File: src/rtl/VX_perf_pkg.sv
// VX_perf_pkg: shared constants and types for the cache perf-counter sampler
package VX_perf_pkg;
  localparam int NUM_CACHE_CTRS = 9;
  localparam logic [3:0] STATUS_IDX = 4'd15;
  localparam int ADDR_DELTA_BIT = 5;
  localparam int ADDR_IDX_HI = 4;
  localparam int ADDR_IDX_LO = 1;
  localparam int ADDR_HI_BIT = 0;
  typedef enum logic [3:0] {
    CTR_READS = 4'd0,
    CTR_WRITES = 4'd1,
    CTR_READ_MISSES = 4'd2,
    CTR_WRITE_MISSES = 4'd3,
    CTR_BANK_STALLS = 4'd4,
    CTR_MSHR_STALLS = 4'd5,
    CTR_PIPE_STALLS = 4'd6,
    CTR_CRSP_STALLS = 4'd7,
    CTR_PREFETCH = 4'd8
  } ctr_idx_e;
  typedef enum logic [1:0] {IDLE, CAPTURE, COMMIT} sampler_state_e;
endpackage

File: src/rtl/VX_perf_cache_if.sv
// VX_perf_cache_if: bundle of the nine live cache perf counters
interface VX_perf_cache_if #(parameter int CTR_BITS = 44);
  logic [CTR_BITS-1:0] reads;
  logic [CTR_BITS-1:0] writes;
  logic [CTR_BITS-1:0] read_misses;
  logic [CTR_BITS-1:0] write_misses;
  logic [CTR_BITS-1:0] bank_stalls;
  logic [CTR_BITS-1:0] mshr_stalls;
  logic [CTR_BITS-1:0] pipe_stalls;
  logic [CTR_BITS-1:0] crsp_stalls;
  logic [CTR_BITS-1:0] prefetch_requests;
  modport master (output reads, writes, read_misses, write_misses, bank_stalls,
                  mshr_stalls, pipe_stalls, crsp_stalls, prefetch_requests);
  modport slave (input reads, writes, read_misses, write_misses, bank_stalls,
                 mshr_stalls, pipe_stalls, crsp_stalls, prefetch_requests);
endinterface

File: src/rtl/vx_perf_rsp_buf.sv
// vx_perf_rsp_buf: one-entry valid/ready output register holding data until accepted
module vx_perf_rsp_buf #(
  parameter int W = 33
) (
  input  logic         clk,
  input  logic         reset,
  input  logic         in_valid,
  output logic         in_ready,
  input  logic [W-1:0] in_data,
  output logic         out_valid,
  input  logic         out_ready,
  output logic [W-1:0] out_data
);
  assign in_ready = !out_valid || out_ready;
  always_ff @(posedge clk)
    if (reset) begin
      out_valid <= 1'b0;
      out_data <= '0;
    end else if (in_valid && in_ready) begin
      out_valid <= 1'b1;
      out_data <= in_data;
    end else if (out_ready) out_valid <= 1'b0;
endmodule

File: src/rtl/vx_perf_cache_sampler.sv
// vx_perf_cache_sampler: atomic snapshot of cache perf counters served as raw/delta CSR reads
module vx_perf_cache_sampler
  import VX_perf_pkg::*;
#(
  parameter int CTR_BITS = 44
) (
  input  logic                 clk,
  input  logic                 reset,
  VX_perf_cache_if.slave       perf_cache_if,
  input  logic                 snap_valid,
  output logic                 snap_ready,
  output logic                 snap_done,
  input  logic                 clear,
  input  logic                 req_valid,
  output logic                 req_ready,
  input  logic [5:0]           req_addr,
  output logic                 rsp_valid,
  input  logic                 rsp_ready,
  output logic [31:0]          rsp_data,
  output logic                 rsp_err
);
  logic [CTR_BITS-1:0] live [NUM_CACHE_CTRS];
  logic [CTR_BITS-1:0] shadow [NUM_CACHE_CTRS];
  logic [CTR_BITS-1:0] prev [NUM_CACHE_CTRS];
  logic [NUM_CACHE_CTRS-1:0] wrap;
  logic snap_taken;
  sampler_state_e state;
  logic buf_ready;
  logic [3:0] idx;
  logic [3:0] sel;
  logic is_ctr;
  logic [CTR_BITS-1:0] v;
  logic [63:0] v64;
  logic [32:0] pay;
  logic [32:0] rsp_pay;
  assign live[0] = perf_cache_if.reads;
  assign live[1] = perf_cache_if.writes;
  assign live[2] = perf_cache_if.read_misses;
  assign live[3] = perf_cache_if.write_misses;
  assign live[4] = perf_cache_if.bank_stalls;
  assign live[5] = perf_cache_if.mshr_stalls;
  assign live[6] = perf_cache_if.pipe_stalls;
  assign live[7] = perf_cache_if.crsp_stalls;
  assign live[8] = perf_cache_if.prefetch_requests;
  assign snap_ready = state == IDLE;
  assign req_ready = state == IDLE && buf_ready;
  assign idx = req_addr[ADDR_IDX_HI:ADDR_IDX_LO];
  assign is_ctr = idx <= CTR_PREFETCH;
  assign sel = is_ctr ? idx : CTR_READS;
  assign v = req_addr[ADDR_DELTA_BIT] ? shadow[sel] - prev[sel] : shadow[sel];
  assign v64 = 64'(v);
  // payload is {err, data}; status ignores the delta bit
  assign pay = idx == STATUS_IDX ? {1'b0, req_addr[ADDR_HI_BIT] ? 32'd0 : {snap_taken, 22'd0, wrap}}
             : is_ctr ? {1'b0, req_addr[ADDR_HI_BIT] ? v64[63:32] : v64[31:0]}
             : {1'b1, 32'd0};
  assign rsp_err = rsp_pay[32];
  assign rsp_data = rsp_pay[31:0];
  always_ff @(posedge clk)
    if (reset || clear) begin
      state <= IDLE;
      snap_done <= 1'b0;
      snap_taken <= 1'b0;
      wrap <= '0;
      for (int i = 0; i < NUM_CACHE_CTRS; i++) begin
        shadow[i] <= '0;
        prev[i] <= '0;
      end
    end else begin
      snap_done <= state == CAPTURE;
      state <= state == IDLE ? (snap_valid ? CAPTURE : IDLE) : state == CAPTURE ? COMMIT : IDLE;
      if (state == CAPTURE)
        for (int i = 0; i < NUM_CACHE_CTRS; i++) begin
          prev[i] <= shadow[i];
          shadow[i] <= live[i];
          wrap[i] <= wrap[i] | (live[i] < shadow[i]);
        end
      if (state == COMMIT) snap_taken <= 1'b1;
    end
  vx_perf_rsp_buf #(.W(33)) u_rsp_buf (
    .clk(clk),
    .reset(reset),
    .in_valid(req_valid && req_ready),
    .in_ready(buf_ready),
    .in_data(pay),
    .out_valid(rsp_valid),
    .out_ready(rsp_ready),
    .out_data(rsp_pay)
  );
endmodule

File: src/flat_wrapper.sv
// flat-port wrapper written by rule: the top's interface ports become plain ports
module vx_perf_cache_sampler_flat import VX_perf_pkg::*;
#(
  parameter int CTR_BITS = 44
)
  (clk, reset, snap_valid, snap_ready, snap_done, clear, req_valid, req_ready, req_addr, rsp_valid, rsp_ready, rsp_data, rsp_err, perf_cache_if_reads, perf_cache_if_writes, perf_cache_if_read_misses, perf_cache_if_write_misses, perf_cache_if_bank_stalls, perf_cache_if_mshr_stalls, perf_cache_if_pipe_stalls, perf_cache_if_crsp_stalls, perf_cache_if_prefetch_requests);
  VX_perf_cache_if #(.CTR_BITS(CTR_BITS)) perf_cache_if_i ();
  input  logic clk;
  input  logic reset;
  input  logic snap_valid;
  output logic snap_ready;
  output logic snap_done;
  input  logic clear;
  input  logic req_valid;
  output logic req_ready;
  input  logic [5:0] req_addr;
  output logic rsp_valid;
  input  logic rsp_ready;
  output logic [31:0] rsp_data;
  output logic rsp_err;
  input wire logic [$bits(perf_cache_if_i.reads)-1:0] perf_cache_if_reads;
  input wire logic [$bits(perf_cache_if_i.writes)-1:0] perf_cache_if_writes;
  input wire logic [$bits(perf_cache_if_i.read_misses)-1:0] perf_cache_if_read_misses;
  input wire logic [$bits(perf_cache_if_i.write_misses)-1:0] perf_cache_if_write_misses;
  input wire logic [$bits(perf_cache_if_i.bank_stalls)-1:0] perf_cache_if_bank_stalls;
  input wire logic [$bits(perf_cache_if_i.mshr_stalls)-1:0] perf_cache_if_mshr_stalls;
  input wire logic [$bits(perf_cache_if_i.pipe_stalls)-1:0] perf_cache_if_pipe_stalls;
  input wire logic [$bits(perf_cache_if_i.crsp_stalls)-1:0] perf_cache_if_crsp_stalls;
  input wire logic [$bits(perf_cache_if_i.prefetch_requests)-1:0] perf_cache_if_prefetch_requests;
  assign perf_cache_if_i.reads = perf_cache_if_reads;
  assign perf_cache_if_i.writes = perf_cache_if_writes;
  assign perf_cache_if_i.read_misses = perf_cache_if_read_misses;
  assign perf_cache_if_i.write_misses = perf_cache_if_write_misses;
  assign perf_cache_if_i.bank_stalls = perf_cache_if_bank_stalls;
  assign perf_cache_if_i.mshr_stalls = perf_cache_if_mshr_stalls;
  assign perf_cache_if_i.pipe_stalls = perf_cache_if_pipe_stalls;
  assign perf_cache_if_i.crsp_stalls = perf_cache_if_crsp_stalls;
  assign perf_cache_if_i.prefetch_requests = perf_cache_if_prefetch_requests;
  vx_perf_cache_sampler #(.CTR_BITS(CTR_BITS)) u_core (.clk(clk), .reset(reset), .perf_cache_if(perf_cache_if_i), .snap_valid(snap_valid), .snap_ready(snap_ready), .snap_done(snap_done), .clear(clear), .req_valid(req_valid), .req_ready(req_ready), .req_addr(req_addr), .rsp_valid(rsp_valid), .rsp_ready(rsp_ready), .rsp_data(rsp_data), .rsp_err(rsp_err));
endmodule
File: config.mk
export PLATFORM = sky130hd
export DESIGN_NAME = vx_perf_cache_sampler_flat
export DESIGN_NICKNAME = d
export VERILOG_FILES = /design/src/rtl/VX_perf_pkg.sv /design/src/rtl/VX_perf_cache_if.sv /design/src/rtl/vx_perf_rsp_buf.sv /design/src/rtl/vx_perf_cache_sampler.sv /design/src/flat_wrapper.sv
export SDC_FILE = /design/constraint.sdc
export NUM_CORES = 2
export LEC_CHECK = 0
export ABC_AREA = 1
export ABC_CLOCK_PERIOD_IN_PS = 28200
export BUFFER_PORTS_ARGS = -buffer_cell sky130_fd_sc_hd__buf_2
export CORE_MARGIN = 2
export CORE_UTILIZATION = 52
export CTS_CLUSTER_DIAMETER = 100
export DETAILED_ROUTE_END_ITERATION = 16
export GPL_TIMING_DRIVEN = 1
export PLACE_DENSITY = 0.76
export SETUP_SLACK_MARGIN = 0.2
export SYNTH_ARGS = -nofsm -noshare
export SYNTH_HDL_FRONTEND = slang
export SYNTH_SLANG_ARGS = --single-unit
File: constraint.sdc
create_clock -name clk -period 28.2 [get_ports clk]
set_input_delay 5.64 -clock clk [delete_from_list [all_inputs] [get_ports clk]]
set_output_delay 5.64 -clock clk [all_outputs]
set_load 0.1 [all_outputs]
; ---- After elaboration in Yosys (flattened, before gate mapping)
; Memory sizes are Yosys's and may differ from the RTL's.
; Index checks and enable logic that the tools add are counted.
[totals]
reg_bits = 47
ram_bits = 792
input_bits = 408
memories = 2
[mem_list]
columns = memory, depth, word_bits, rd, rd_ports_with_merged_regs, write_ports, line_no
row1 = u_core.prev, 9, 44, 1, 0, 9, vx_perf_cache_sampler.sv:24  ; logic [CTR_BITS-1:0] prev [NUM_CACHE_CTRS];
row2 = u_core.shadow, 9, 44, 10, 0, 9, vx_perf_cache_sampler.sv:23  ; logic [CTR_BITS-1:0] shadow [NUM_CACHE_CTRS];
[op_classes]
add_sub_neg = 1
n_lt_le_gt_ge = 10
n_eq_ne = 3
muxes = 34
bitwise = 27
reduce_logical = 8
[ops]
columns = operator, n
row1 = 2-to-1 mux 44 bit, 19
row2 = less-than comparator 44 bit, 9
row3 = 2-to-1 mux 33 bit, 2
row4 = 2-to-1 mux 32 bit, 2
row5 = subtractor 44 bit, 1
row6 = bitwise OR 1 bit, 27
row7 = 2-to-1 mux 1 bit, 8
row8 = "== test 4 bit, second input constant", 1
row9 = "<= comparator 4 bit, second input constant", 1
row10 = 2-to-1 mux 2 bit, 2
row11 = 2-to-1 mux 4 bit, 1
row12 = logical AND 1 bit, 3
row13 = "== test 2 x 1 -> 1 bit, second input constant", 1
row14 = "== test 2 bit, second input constant", 1
row15 = zero test 2 bit, 1
row16 = logical OR 1 bit, 2
row17 = nonzero test 2 bit, 1
row18 = zero test 1 bit, 1

; ---- Longest topological paths before layout
; An unclocked memory read counts as a cell.
[depth]
ltp_word = 8
depth_mapped = 36

; ---- Hierarchy
; A second synthesis with hierarchy kept.
[hier_totals]
cells_unflattened = 5796
hier_area_um2 = 49959.2
[modules_own_cells]
columns = module, instances, cells_each, area_each_um2, seq_area_each_um2
row1 = vx_perf_cache_sampler, 1, 5575, 48444.0, 24043.1
row2 = vx_perf_rsp_buf, 1, 221, 1515.2, 680.7

; ---- Least setup slack after synthesis
; OpenSTA, ideal clock, no wires.
[synth_path]
path_type = in2reg
start = in reset
end = mem u_core.prev[0][0] (enable)
setup_time_ps = 5554
t_arrival_ps = 18741
t_required_ps = 22646
setup_slack_ps = 3905
stages = 3
n_path_buf = 1
cell_sequence = buf_4 -> nor2_1 -> nand2_1
[synth_lines]
columns = element, line_no
row1 = start: declaration, flat_wrapper.sv:9  ; input logic reset;
row2 = end: declaration, vx_perf_cache_sampler.sv:24

; ---- Worst setup path in the final report
[layout_path]
start = in rsp_ready
end = out req_ready
[layout_via]
elab_chain_len = 2
[layout_rtl]
columns = element, line_no
row1 = start: declaration, flat_wrapper.sv:18  ; input logic rsp_ready;
row2 = logical OR 1 bit, vx_perf_rsp_buf.sv:14  ; assign in_ready = !out_valid || out_ready;
row3 = logical AND 1 bit, vx_perf_cache_sampler.sv:46  ; assign req_ready = state == IDLE && buf_ready;
row4 = end: declaration, flat_wrapper.sv:15  ; output logic req_ready;
; Every way passes these cells.

==> summary.md <==
• slowest stage delay, CP: 0.42 ns
• clock edge transition at the registers on the reported setup and hold paths: 0.06 ns
• HPWL after detailed placement: 118000 um
• TritonCTS clock tree: done
• worst-case setup slack after placement: 15.92 ns
• total number of clock tree sinks: 839
• effective utilization at floorplan: 52.3%
• type of the setup path with the least slack: input pin to output pin
• top cells by instance count after synthesis: sky130_fd_sc_hd__nor2_1 (1233), sky130_fd_sc_hd__inv_1 (962), sky130_fd_sc_hd__edfxtp_1 (792)
• Synthesis Warnings: 0
• I/O pin cnt: 445
• cell area after placement: 0.0526 mm^2
• Worst Slack Setup Final: 16.18 ns
• Most Frequent Cell on Critical Path: sky130_fd_sc_hd__buf_2
• standard cell core area: 0.0946 mm^2
• area share of fa/ha/maj cells after synthesis: 10.9%
• CP max-delay cell: sky130_fd_sc_hd__buf_2
• number of search-and-repair iterations in the first detailed-routing pass: 6
• worst endpoint data arrival time: 6.38 ns
• post-route core utilization: 58.7%
• Internal Power: 2.28 mW
• sum of met2 wire segment lengths after detailed routing: 70100 um
• global-route wire length before repair: 238000 um
• count of buffers from port buffering: 444
• most numerous cell in the Yosys netlist: sky130_fd_sc_hd__nor2_1
• tightest slew margin relative to the limit: 9.04%
• PwrDens: 58.6 mW/mm^2
• share of the synthesized area in the top cell type: 48.1%
• Fmax: 83.2 MHz
• status: complete, no violations
• dominant combinational cell family by area after synthesis: simple AND/OR/NAND/NOR gates
• leakage power figure: 25.0 nW
• CTS H-Tree Depth: 3
• mean instance size in the synthesized netlist: 8.77 um^2
• WHS: 0.467 ns
• share of the synthesized area in compound gates (AO/OA/AOI/OAI): 13.9%
• max-cap viol count: 0
• Vias: 42.1k
• most used flip-flop cell after synthesis: sky130_fd_sc_hd__edfxtp_1
• GRT Total Usage: 32.2%
• worst-case register-to-register setup slack: 23.00 ns
• Worst setup SP type: input pin
• CP endpoint kind: output pin
• total wirelength of the detailed-routed design: 161000 um
• Post-CTS Hold Fix Bufs: 0
• final cell area excluding filler cells: 0.0555 mm^2
• post-synthesis sequential area ratio: 50.0%
• Die Outline Area: 0.0976 mm^2
• count of final hold-check violations: 0
• number of storage elements in the synthesis netlist: 839
• Critical Path Fanout Max: 2
• Vert. Die Dim: 312 um
• final critical path time including I/O delays and setup: 12.02 ns
• Synth Area in Simple Gates: 15.6%
• share of async-settable or async-resettable flops after synthesis: 0%
• met1 wire length: 64800 um
• post-synth design cell area: 0.0495 mm^2
• ranking of synthesized cells by area: sky130_fd_sc_hd__edfxtp_1 (48%), sky130_fd_sc_hd__ha_1 (11%), sky130_fd_sc_hd__nor2_1 (9.4%), sky130_fd_sc_hd__inv_1 (7.3%), sky130_fd_sc_hd__o21ai_0 (5.3%)
• DRC violation count after routing: 0
• WL/cell: 22.0 um
• switching part of the total: 29.9%
• root buffer selected by CTS: sky130_fd_sc_hd__clkbuf_16
• number of enable-type register cells in the synthesized netlist: 792
• logic gate share of total power: 18.7%
• Row Count: 113
• CTS max path bufs: 3
• post-route ant nets: 0
• starting DRC count in detailed routing: 5987
• critical path required time: 22.56 ns
• routed vias/inst: 5.76
• clock buffers created by TritonCTS: 94
• summed negative setup slack over all endpoints: 0 ns
• Worst Max-Slew Pin Slew: 1.35 ns
• highest signal layer in the routed design: met5
• number of global-route vias before repair: 39.3k
• pins over their slew limit: 0
• Sequential Area: 0.0247 mm^2
• post-CTS resize count: 0
• area leader, netlist: sky130_fd_sc_hd__edfxtp_1
• multi-input combinational cell area: 0.0201 mm^2
• maximum number of pins on one net before global-route repair: 238
• area delta synth->final: 12.2%
• xor-xnor portion of the synthesized cell area: 0.177%
• final-layout fill cell count: 8148
• Unique masters post-synth: 59
• Setup-failing EPs final: 0
• insertion delay of the later-clocked pin in the worst-skew pair: 0.69 ns
• RSZ-0062 raised after global routing: false
• Met3 Routed Length: 18900 um
• relative contribution of the clock network to total power: 36.8%
• clock skew: 0.0266 ns
• switching power total: 0.973 mW
• Final Cycle Share: 42.6%
• post-synth net total: 6478
• synthesized instance count: 5639
• overflow left after global routing: 0
• cell breakdown of the critical path: buf_2, inv_1, nand2_1, and2_1, buf_2
• number of antenna violations at the first check in global routing: 44
• maximum vdd ir drop: 0.0523 mV
• worst min-delay path class: flop to flop
• portion of total power attributed to sequential cells: 44.5%
• # Post-CTS Setup Buffers: 0
• gpl congestion: 0.988
• portion of netlist area occupied by mux cells: 0%
• post-layout net count: 6790
• fraction of layout cells with a size suffix above 1: 10.7%
• die extent in x: 312 um
[flip-flops by register name (all words and copies together), names as in the netlist]
register / count
u_core.u_rsp_buf.out_data: 33
u_core.state: 2
u_core.u_rsp_buf.out_valid: 1
u_core.snap_done: 1
u_core.snap_taken: 1
u_core.wrap: 9
u_core.prev: 396
u_core.shadow: 396
[layout make-up]
| cell class | count | area share, % |
|---|---|---|
| Timing Repair Buffer | 477 | 4.56 |
| Tap cell | 1265 | 2.85 |
| Clock inverter | 51 | 0.818 |
| Multi-Input combinational cell | 3571 | 36.2 |
| Clock buffer | 119 | 4.42 |
| Inverter | 968 | 6.57 |
| Antenna cell | 15 | 0.0676 |
| Sequential cell | 839 | 44.5 |
[placed cells by master (no fill, tap or decap), types with 34 or more instances in the layout]
cell type                   instances
sky130_fd_sc_hd__o22ai_1           43
sky130_fd_sc_hd__nor2_1          1232
sky130_fd_sc_hd__o221ai_1          50
sky130_fd_sc_hd__clkbuf_16         94
sky130_fd_sc_hd__inv_1            961
sky130_fd_sc_hd__o21bai_1          34
sky130_fd_sc_hd__a21oi_1          355
sky130_fd_sc_hd__o21ai_0          522
sky130_fd_sc_hd__edfxtp_1         792
sky130_fd_sc_hd__dfxtp_1           47
sky130_fd_sc_hd__nand3_1          119
sky130_fd_sc_hd__buf_2            444
sky130_fd_sc_hd__nand2_1          463
sky130_fd_sc_hd__nand4_1           44
sky130_fd_sc_hd__ha_1             430
[power groups by stage]
stage	clock network, mW	logic (mW)	registers (mW)
final	1.20	0.608	1.45
after global routing	1.25	0.668	1.45
after CTS	1.21	0.597	1.45
after detailed placement	0	0.592	1.47
after global placement	0	0.582	1.47
after floorplan	0	0.359	1.54
[cell families (layout without fill, tap and decap cells)]
family                   count (synthesis)  in the layout
AO/OA/AOI/OAI                         1201           1201
XOR/XNOR                                10             10
adder cells (fa/ha/maj)                431            431
buffers and inverters                 1229           1615
flip-flops                             839            839
other                                    0             15
AND/OR/NAND/NOR                       1929           1929
[metrics by stage]
step           total power [mW]  cells
6_report                   3.25   7305
5_1_grt                    3.37   7293
4_1_cts                    3.25   7290
3_5_place_dp               2.06   7120
3_3_place_gp               2.05   7120
2_1_floorplan              1.90   5639
[critical path, delay by kind of cell]
family / cells / cell delay [ns]
buffers and inverters: 3 / 0.52
AND/OR/NAND/NOR: 2 / 0.22
[per-layer routing]
metal | track usage (%) | vias to the layer above
li1 | - | 19577
met1 | 45.1 | 19747
met2 | 48.5 | 2351
met3 | 7.49 | 359
met4 | 12.7 | 44
met5 | 0 | -
[path summary, 6_finish.rpt]
check        depth (start not counted)                            end                          start
max                                  5                      req_ready                      rsp_ready
min reg2reg                          2  u_core.u_rsp_buf.out_data[30]  u_core.u_rsp_buf.out_data[30]
max reg2reg                          8           u_core.shadow[0][17]                u_core.state[0]
min                                  2  u_core.u_rsp_buf.out_data[30]  u_core.u_rsp_buf.out_data[30]
Power figures use the tool's default switching activity.
